[src/rtl/risc8_fetch_queue.sv]
// Instruction prefetch queue: streams memory words into a circular byte queue and presents a registered window, updated 1 cycle after fill/consume.
// Issue stalls while queued + in-flight words would exceed DEPTH; a redirect flushes the queue and discards stale responses.
module risc8_fetch_queue #(
   parameter int WORD_W      = 8,
   parameter int MEM_AW      = 16,
   parameter int FETCH_BYTES = 4,
   parameter int DEPTH       = 8,
   parameter logic [MEM_AW-1:0] RESET_PC = '0
) (
   input  logic                            clk,
   input  logic                            rst_n,
   output logic                            mem_rd_en,
   output logic [MEM_AW-1:0]               mem_addr,
   input  logic                            mem_rd_valid,
   input  logic [WORD_W-1:0]               mem_rd_data,
   input  logic                            redirect,
   input  logic [MEM_AW-1:0]               redirect_pc,
   input  logic                            consume,
   input  logic [$clog2(FETCH_BYTES+1)-1:0] consume_len,
   output logic [FETCH_BYTES*WORD_W-1:0]   instr,
   output logic [MEM_AW-1:0]               instr_pc,
   output logic [$clog2(DEPTH+1)-1:0]      instr_avail,
   output logic                            consume_err
);
   localparam int PW = $clog2(DEPTH);
   localparam int CW = $clog2(DEPTH+1);

   logic [WORD_W-1:0]             mem_q [DEPTH];
   logic [WORD_W-1:0]             mem_d [DEPTH];
   logic [PW-1:0]                 head_q, head_d, tail_q, tail_d;
   logic [CW-1:0]                 count_q, count_d, outst_q, outst_d, discard_q, discard_d;
   logic [MEM_AW-1:0]             fetch_pc_q, fetch_pc_d, instr_pc_q, instr_pc_d;
   logic [FETCH_BYTES*WORD_W-1:0] instr_q, instr_d;
   logic                          err_q, err_d;
   logic                          issue, legal, fill;

   always_comb begin
      mem_d      = mem_q;
      head_d     = head_q;
      tail_d     = tail_q;
      count_d    = count_q;
      outst_d    = outst_q;
      discard_d  = discard_q;
      fetch_pc_d = fetch_pc_q;
      instr_pc_d = instr_pc_q;
      instr_d    = '0;
      err_d      = 1'b0;
      fill       = 1'b0;
      issue      = rst_n && !redirect &&
                   (((CW+1)'(count_q) + (CW+1)'(outst_q)) < (CW+1)'(DEPTH));
      legal      = consume && (consume_len != '0) && (CW'(consume_len) <= count_q);

      if (redirect) begin
         // Every request still in flight is now stale, except one answered this cycle.
         head_d     = tail_q;
         count_d    = '0;
         discard_d  = outst_q - CW'(mem_rd_valid);
         outst_d    = outst_q - CW'(mem_rd_valid);
         fetch_pc_d = redirect_pc;
         instr_pc_d = redirect_pc;
      end else begin
         fill = mem_rd_valid && (discard_q == '0);
         if (mem_rd_valid && (discard_q != '0))
            discard_d = discard_q - CW'(1);
         if (fill) begin
            mem_d[tail_q] = mem_rd_data;
            tail_d        = tail_q + PW'(1);
         end
         if (legal) begin
            head_d     = head_q + PW'(consume_len);
            instr_pc_d = instr_pc_q + MEM_AW'(consume_len);
         end
         count_d = count_q + CW'(fill) - (legal ? CW'(consume_len) : CW'(0));
         outst_d = outst_q + CW'(issue) - CW'(mem_rd_valid);
         err_d   = consume && !legal;
         if (issue)
            fetch_pc_d = fetch_pc_q + MEM_AW'(1);
      end

      // Window is built from next-state so a fill shows up one cycle after its strobe.
      for (int k = 0; k < FETCH_BYTES; k++) begin
         if (CW'(k) < count_d)
            instr_d[k*WORD_W +: WORD_W] = mem_d[head_d + PW'(k)];
      end
   end

   always_ff @(posedge clk or negedge rst_n) begin
      if (!rst_n) begin
         for (int i = 0; i < DEPTH; i++) mem_q[i] <= '0;
         head_q     <= '0;
         tail_q     <= '0;
         count_q    <= '0;
         outst_q    <= '0;
         discard_q  <= '0;
         fetch_pc_q <= RESET_PC;
         instr_pc_q <= RESET_PC;
         instr_q    <= '0;
         err_q      <= 1'b0;
      end else begin
         mem_q      <= mem_d;
         head_q     <= head_d;
         tail_q     <= tail_d;
         count_q    <= count_d;
         outst_q    <= outst_d;
         discard_q  <= discard_d;
         fetch_pc_q <= fetch_pc_d;
         instr_pc_q <= instr_pc_d;
         instr_q    <= instr_d;
         err_q      <= err_d;
      end
   end

   assign mem_rd_en   = issue;
   assign mem_addr    = fetch_pc_q;
   assign instr       = instr_q;
   assign instr_pc    = instr_pc_q;
   assign instr_avail = count_q;
   assign consume_err = err_q;
endmodule
[config.mk]
export PLATFORM = sky130hd
export DESIGN_NAME = risc8_fetch_queue
export DESIGN_NICKNAME = d
export VERILOG_FILES = /design/src/rtl/risc8_fetch_queue.sv
export SDC_FILE = /design/constraint.sdc
export NUM_CORES = 1
export LEC_CHECK = 0
export ABC_CLOCK_PERIOD_IN_PS = 7000
export CAP_MARGIN = 20
export CORE_ASPECT_RATIO = 1.2
export CORE_MARGIN = 4
export CORE_UTILIZATION = 35
export DETAILED_ROUTE_END_ITERATION = 10
export SLEW_MARGIN = 10
export SYNTH_ARGS = -nofsm -noshare
export SYNTH_HDL_FRONTEND = slang
export SYNTH_SLANG_ARGS = --single-unit
[constraint.sdc]
create_clock -name clk -period 7 [get_ports clk]
set_input_delay 2.1 -clock clk [delete_from_list [all_inputs] [get_ports clk]]
set_output_delay 2.1 -clock clk [all_outputs]
set_load 0.03 [all_outputs]
After elaboration in Yosys (flattened, before gate mapping)
Cells that the tools add are included.
{"block": "word_totals", "mem_bits_ro": 0, "elab_cells": 99, "ram_bits": 0, "memories": 0, "out_inout_bits": 70, "latchBits": 0, "inputBits": 32, "ff_bits": 147}
{"block": "classes", "magnitude_cmp": 12, "bitwise_logic": 6, "n_mul": 0, "n_reduce_logical": 17, "n_mux": 33, "div": 0, "eq_ne": 0, "addsub": 14, "n_shift": 0}
{"operator": "$mux 64", "n": 2}
{"operator": "$mux 8", "n": 13}
{"operator": "$bmux 8 s3", "n": 4}
{"operator": "$bwmux 64", "n": 1}
{"operator": "$mux 16", "n": 4}
{"operator": "$demux 8 s3", "n": 1}
{"operator": "$ge 4x4->1 const B", "n": 5}
{"operator": "$not 3->4", "n": 5}
{"operator": "$add 16x1->16 const B", "n": 1}
{"operator": "$add 16x3->16", "n": 1}
{"operator": "$mux 4", "n": 4}
{"operator": "$mux 3", "n": 3}
{"operator": "$add 4x1->4", "n": 2}
{"operator": "$logic_and 1x1->1", "n": 8}
{"operator": "$lt 1x4->1 const A", "n": 2}
{"operator": "$lt 2x4->1 const A", "n": 2}
{"operator": "$sub 4x1->4", "n": 2}
{"operator": "$add 3x1->3 const B", "n": 2}
{"operator": "$add 3x2->3 const B", "n": 2}
{"operator": "$reduce_bool 2->1", "n": 3}
{"operator": "$add 4x4->5", "n": 1}
{"operator": "$lt 5x4->1 const B", "n": 1}
{"operator": "$le 3x4->1", "n": 1}
{"operator": "$logic_not 4->1", "n": 1}
{"operator": "10 further kinds", "n": 11}

Depth between registers and ports, before layout
{"block": "logic_depth", "word_depth": 12, "ltp_mapped": 18, "mapped_depth_nobuf": 16}

Worst setup path after synthesis
OpenSTA, ideal clock, no wires.
{"block": "synth_timing", "kind": "in2reg", "startpoint": "input consume_len[2]", "endpoint": "register instr_q[10] (netlist: instr[10])", "arrival_time_ps": 5375, "cell_stages": 17, "setup_ps": 131, "slack_ps": 1494, "required_ps": 6869, "path_buffers": 2, "cell_sequence": "ha_1 > and3_1 > a2111oi_4 > nor2_2 > buf_2 > nand2_1 > ha_1 > ha_1 > a21o_1 > a21oi_1 > xnor2_1 > a21oi_1 > or2_2 > and2_1 > clkbuf_1 > a221oi_1 > a21oi_1"}
{"block": "synth_between", "elab_chain_cells": 11, "elab_cells_between_ends": 17, "cone_classes": "3 x add/sub; 2 x order compare; 8 x mux; 1 x bitwise; 3 x reduce/logical"}
{"item": "start, declared", "line_no": "19", "rtl": "input logic [$clog2(FETCH_BYTES+1)-1:0] consume_len,"}
{"item": "parallel branches: the longest is 10 deep, another holds $le 3x4->1"}
{"item": "$mux 8 *", "line_no": "82", "rtl": "if (CW'(k) < count_d)"}
{"item": "net instr_d[10]", "line_no": "33", "rtl": "logic [FETCH_BYTES*WORD_W-1:0] instr_q, instr_d;"}
{"item": "end signal, assigned", "line_no": "108", "rtl": "instr_q <= instr_d;"}
{"item": "end, declared", "line_no": "33"}
Mark *: on every way through the listed nets, which the timed path passes. The select of a mux whose other input is x is not followed.
A chain may end at the register's enable or synchronous reset.

Final worst setup path
{"block": "layout_timing", "startpoint": "input rst_n", "endpoint": "output mem_rd_en"}
{"block": "layout_between", "elab_chain_cells": 2}
{"item": "start, declared", "line_no": "11", "rtl": "input logic rst_n,"}
{"item": "$logic_and 1x1->1 (2 in a row)", "line_no": "49", "rtl": "issue = rst_n && !redirect &&"}
{"item": "end, declared", "line_no": "12", "rtl": "output logic mem_rd_en,"}
Every way passes these cells.

==> flow_metrics.py <==
metrics = {
    "floorplan": {
        "coreArea_mm2": 0.0249,
        "start_util_pct": 35.7,
        "ios": 102,
        "chipWidth_um": 154,
        "dieHeight_um": 183,
        "rows": 63,
        "dieArea_mm2": 0.0281,
    },
    "sta": {
        "worst_pin_slew_ns": 1.08,
        "hold_viol": 0,
        "setup_viol": 0,
        "finalCritPeriodShare_pct": 84.6,
        "max_freq_ghz": 0.169,
        "skew_ns": 0.0113,
        "relSlewSlack_pct": 27.0,
        "tns_ns": 0,
        "period_needed_ns": 5.92,
        "finalWorstSetupSlack_ns": 1.08,
        "slew_violations": 0,
        "rsz0062_at_grt": "no",
    },
    "place": {
        "port-buffer-count": 101,
        "dp_hpwl_um": 20800,
        "routabilityCongestion": 0.926,
        "dp_slack_ns": 0.662,
    },
    "power": {
        "powerDensity_mw_per_mm2": 402,
        "switchingPower_w": 0.00182,
        "peakVddDrop_mv": 0.190,
        "clkPwrFrac_pct": 24.0,
        "power_w": 0.00439,
        "p_sw_share_pct": 41.5,
        "p_seq_share_pct": 26.5,
        "p_leak_nw": 4.77,
        "power_frac_comb_pct": 49.5,
        "intPower_w": 0.00257,
    },
    "route": {
        "vias": 7826,
        "wl_per_cell_um": 20.0,
        "drt_iter0_markers": 563,
        "drc": 0,
        "firstDrtPassIters": 6,
        "wl_um": 28200,
        "ant_nets": 0,
        "detail_route.vias_per_cell": 5.56,
    },
    "logic_synthesis": {
        "ys_seq_area_share_pct": 41.3,
        "synth_area_leaders": "dfrtp_1 (41%), nand2_1 (6.2%), mux2i_1 (4.9%)",
        "synthDominantCellAreaShare_pct": 41.3,
        "avgSynthCellArea_um2": 8.99,
        "synth_edf_count": 0,
        "netlist_area_mm2": 0.00890,
        "synth_common_cells": "dfrtp_1 (147), nand2_1 (147), nor2_1 (105)",
        "async_reset_ff_share_pct": 100,
        "yosys.cell_types.count": 66,
        "synthesis.nets": 1054,
        "ys.flop_type": "dfrtp_1",
        "syn_inst": 990,
        "yosys_warnings": 0,
        "synth_seq_cells": 147,
        "yosysTopAreaCell": "dfrtp_1",
    },
    "clock_tree": {
        "cts_root_buf": "clkbuf_16",
        "cts_buffer_depth": 2,
        "clk_latency_ns": 0.43,
        "cts_hold_buffers": 0,
        "ctsResizeCount": 0,
        "htree_levels": 4,
        "cts.sinks": 147,
        "numCtsBuffers": 17,
        "post-cts-setup-buffers": 0,
        "cts_tree": "yes",
        "cts.clk_slew.worst_paths_ns": 0.06,
    },
    "global_routing": {
        "use_met3_pct": 4.27,
        "grt_pass1_wl_um": 44600,
        "grt_pass1_vias": 7822,
        "use_met2_pct": 33.6,
        "grt_max_degree": 82,
        "met1_usage_pct": 24.9,
        "track_usage_pct": 20.1,
        "antenna_found_initial": 0,
        "grt.busiest_layer": "met2",
        "overflow": 0,
    },
    "cells_and_area": {
        "multi_input_area_mm2": 0.00482,
        "syn_to_final_growth_pct": 22.5,
        "final_nets": 1133,
        "final.fill_count": 2506,
        "drive_gt1_share_pct": 10.4,
        "regArea_mm2": 0.00368,
        "antenna_cells": 0,
    },
    "worst_hold_path": {
        "min_path_type": "reg2reg",
    },
    "critical_path": {
        "slowest_stage": "clkdlybuf4s50_1",
        "worstSetupPathType": "in2out",
        "start_kind": "primary input",
        "path_buf_inv": 4,
        "end_kind": "output port",
        "cp_max_fo": 27,
        "critical_path.max_stage_delay_ns": 0.74,
        "worstPathArrival_ns": 3.82,
        "crit_family": "buffers and inverters",
        "path_cells": "buf_6 -> nor4b_1 -> nand3_1 -> buf_4 -> inv_1 -> clkdlybuf4s50_1",
        "critPathRequiredTime_ns": 4.90,
    },
    "flow_run": {
        "max_cap_violations": 0,
    },
    "status": {
        "outcome": "finished clean",
    },
}
[tightest hold or removal path, delay by kind of cell, from the launching register on]
kind | cells | cell delay (ns)
AND/OR/NAND/NOR | 2 | 0.12
flip-flops | 1 | 0.34
[worst paths after layout]
check                              endpoint  slack (ns)      startpoint  depth (start not counted)
max in group asynchronous         mem_q[61]        3.79           rst_n                          4
worst max register to register    instr[10]        2.89  instr_avail[2]                         16
worst min-delay path              mem_q[38]        0.48       mem_q[38]                          2
min in group asynchronous       instr_pc[5]        1.44           rst_n                          1
worst min register to register    mem_q[38]        0.48       mem_q[38]                          2
worst max-delay path              mem_rd_en        1.08           rst_n                          6
[power by group through the flow]
| stage | Clock (W) | Combinational, W | Sequential, W |
|---|---|---|---|
| floorplan | 0 | 0.00135 | 0.00131 |
| global placement | 0 | 0.00213 | 0.00118 |
| detailed placement | 0 | 0.00216 | 0.00118 |
| CTS | 0.00107 | 0.00217 | 0.00116 |
| global route | 0.00110 | 0.00236 | 0.00119 |
| finish | 0.00105 | 0.00217 | 0.00116 |
[metrics by stage]
step / hold WS (ns) / utilization [%] / instances / area, um2
after floorplan: 0.447 / - / 990 / 8900
after global placement: 0.461 / 41.0 / 1374 / 10200
after detailed placement: 0.467 / 41.0 / 1374 / 10200
after CTS: 0.485 / 43.7 / 1406 / 10900
after global routing: 0.494 / 43.8 / 1407 / 10900
final: 0.484 / 43.8 / 1407 / 10900
[layer usage]
metal	wire (um)	vias up
met1	11800	3791
li1	-	3697
met3	1650	53
met2	13600	285
met5	0	-
met4	1060	0
[flip-flops by register name, summed over array words and instances, names as in the netlist]
name         cells
tail_q           3
instr_avail      4
mem_addr        16
mem_q           64
instr_pc        16
instr           32
outst_q          4
consume_err      1
head_q           3
discard_q        4
[cell usage in the layout, fill, tap and decap left out, types with 28 or more instances in the layout]
| cell | count |
|---|---|
| nor3_1 | 39 |
| dfrtp_1 | 147 |
| mux2i_1 | 44 |
| nor2_1 | 105 |
| inv_1 | 35 |
| mux2_2 | 36 |
| o21ai_0 | 77 |
| clkdlybuf4s50_1 | 99 |
| ha_1 | 28 |
| nand2_1 | 147 |
[cells by family after synthesis]
| family | after synthesis | synth area share [%] |
|---|---|---|
| and+or+nand+nor | 362 | 17.8 |
| DFF | 147 | 41.3 |
| muxes | 82 | 9.92 |
| xor gates and xnor gates | 30 | 3.04 |
| AOI/OAI and AO/OA | 239 | 18.5 |
| buffers and inverters | 98 | 4.61 |
| adders and majority gates | 32 | 4.83 |
[area by class of cell]
type / instances / share of cell area [%]
timing repair buffer: 121 / 10.9
multi-input combinational: 745 / 44.2
tap: 325 / 3.73
sequential: 147 / 33.7
clock buffer: 19 / 4.06
inverter: 37 / 1.27
clock inverter: 13 / 2.12
(Power assumes the default switching activity.)
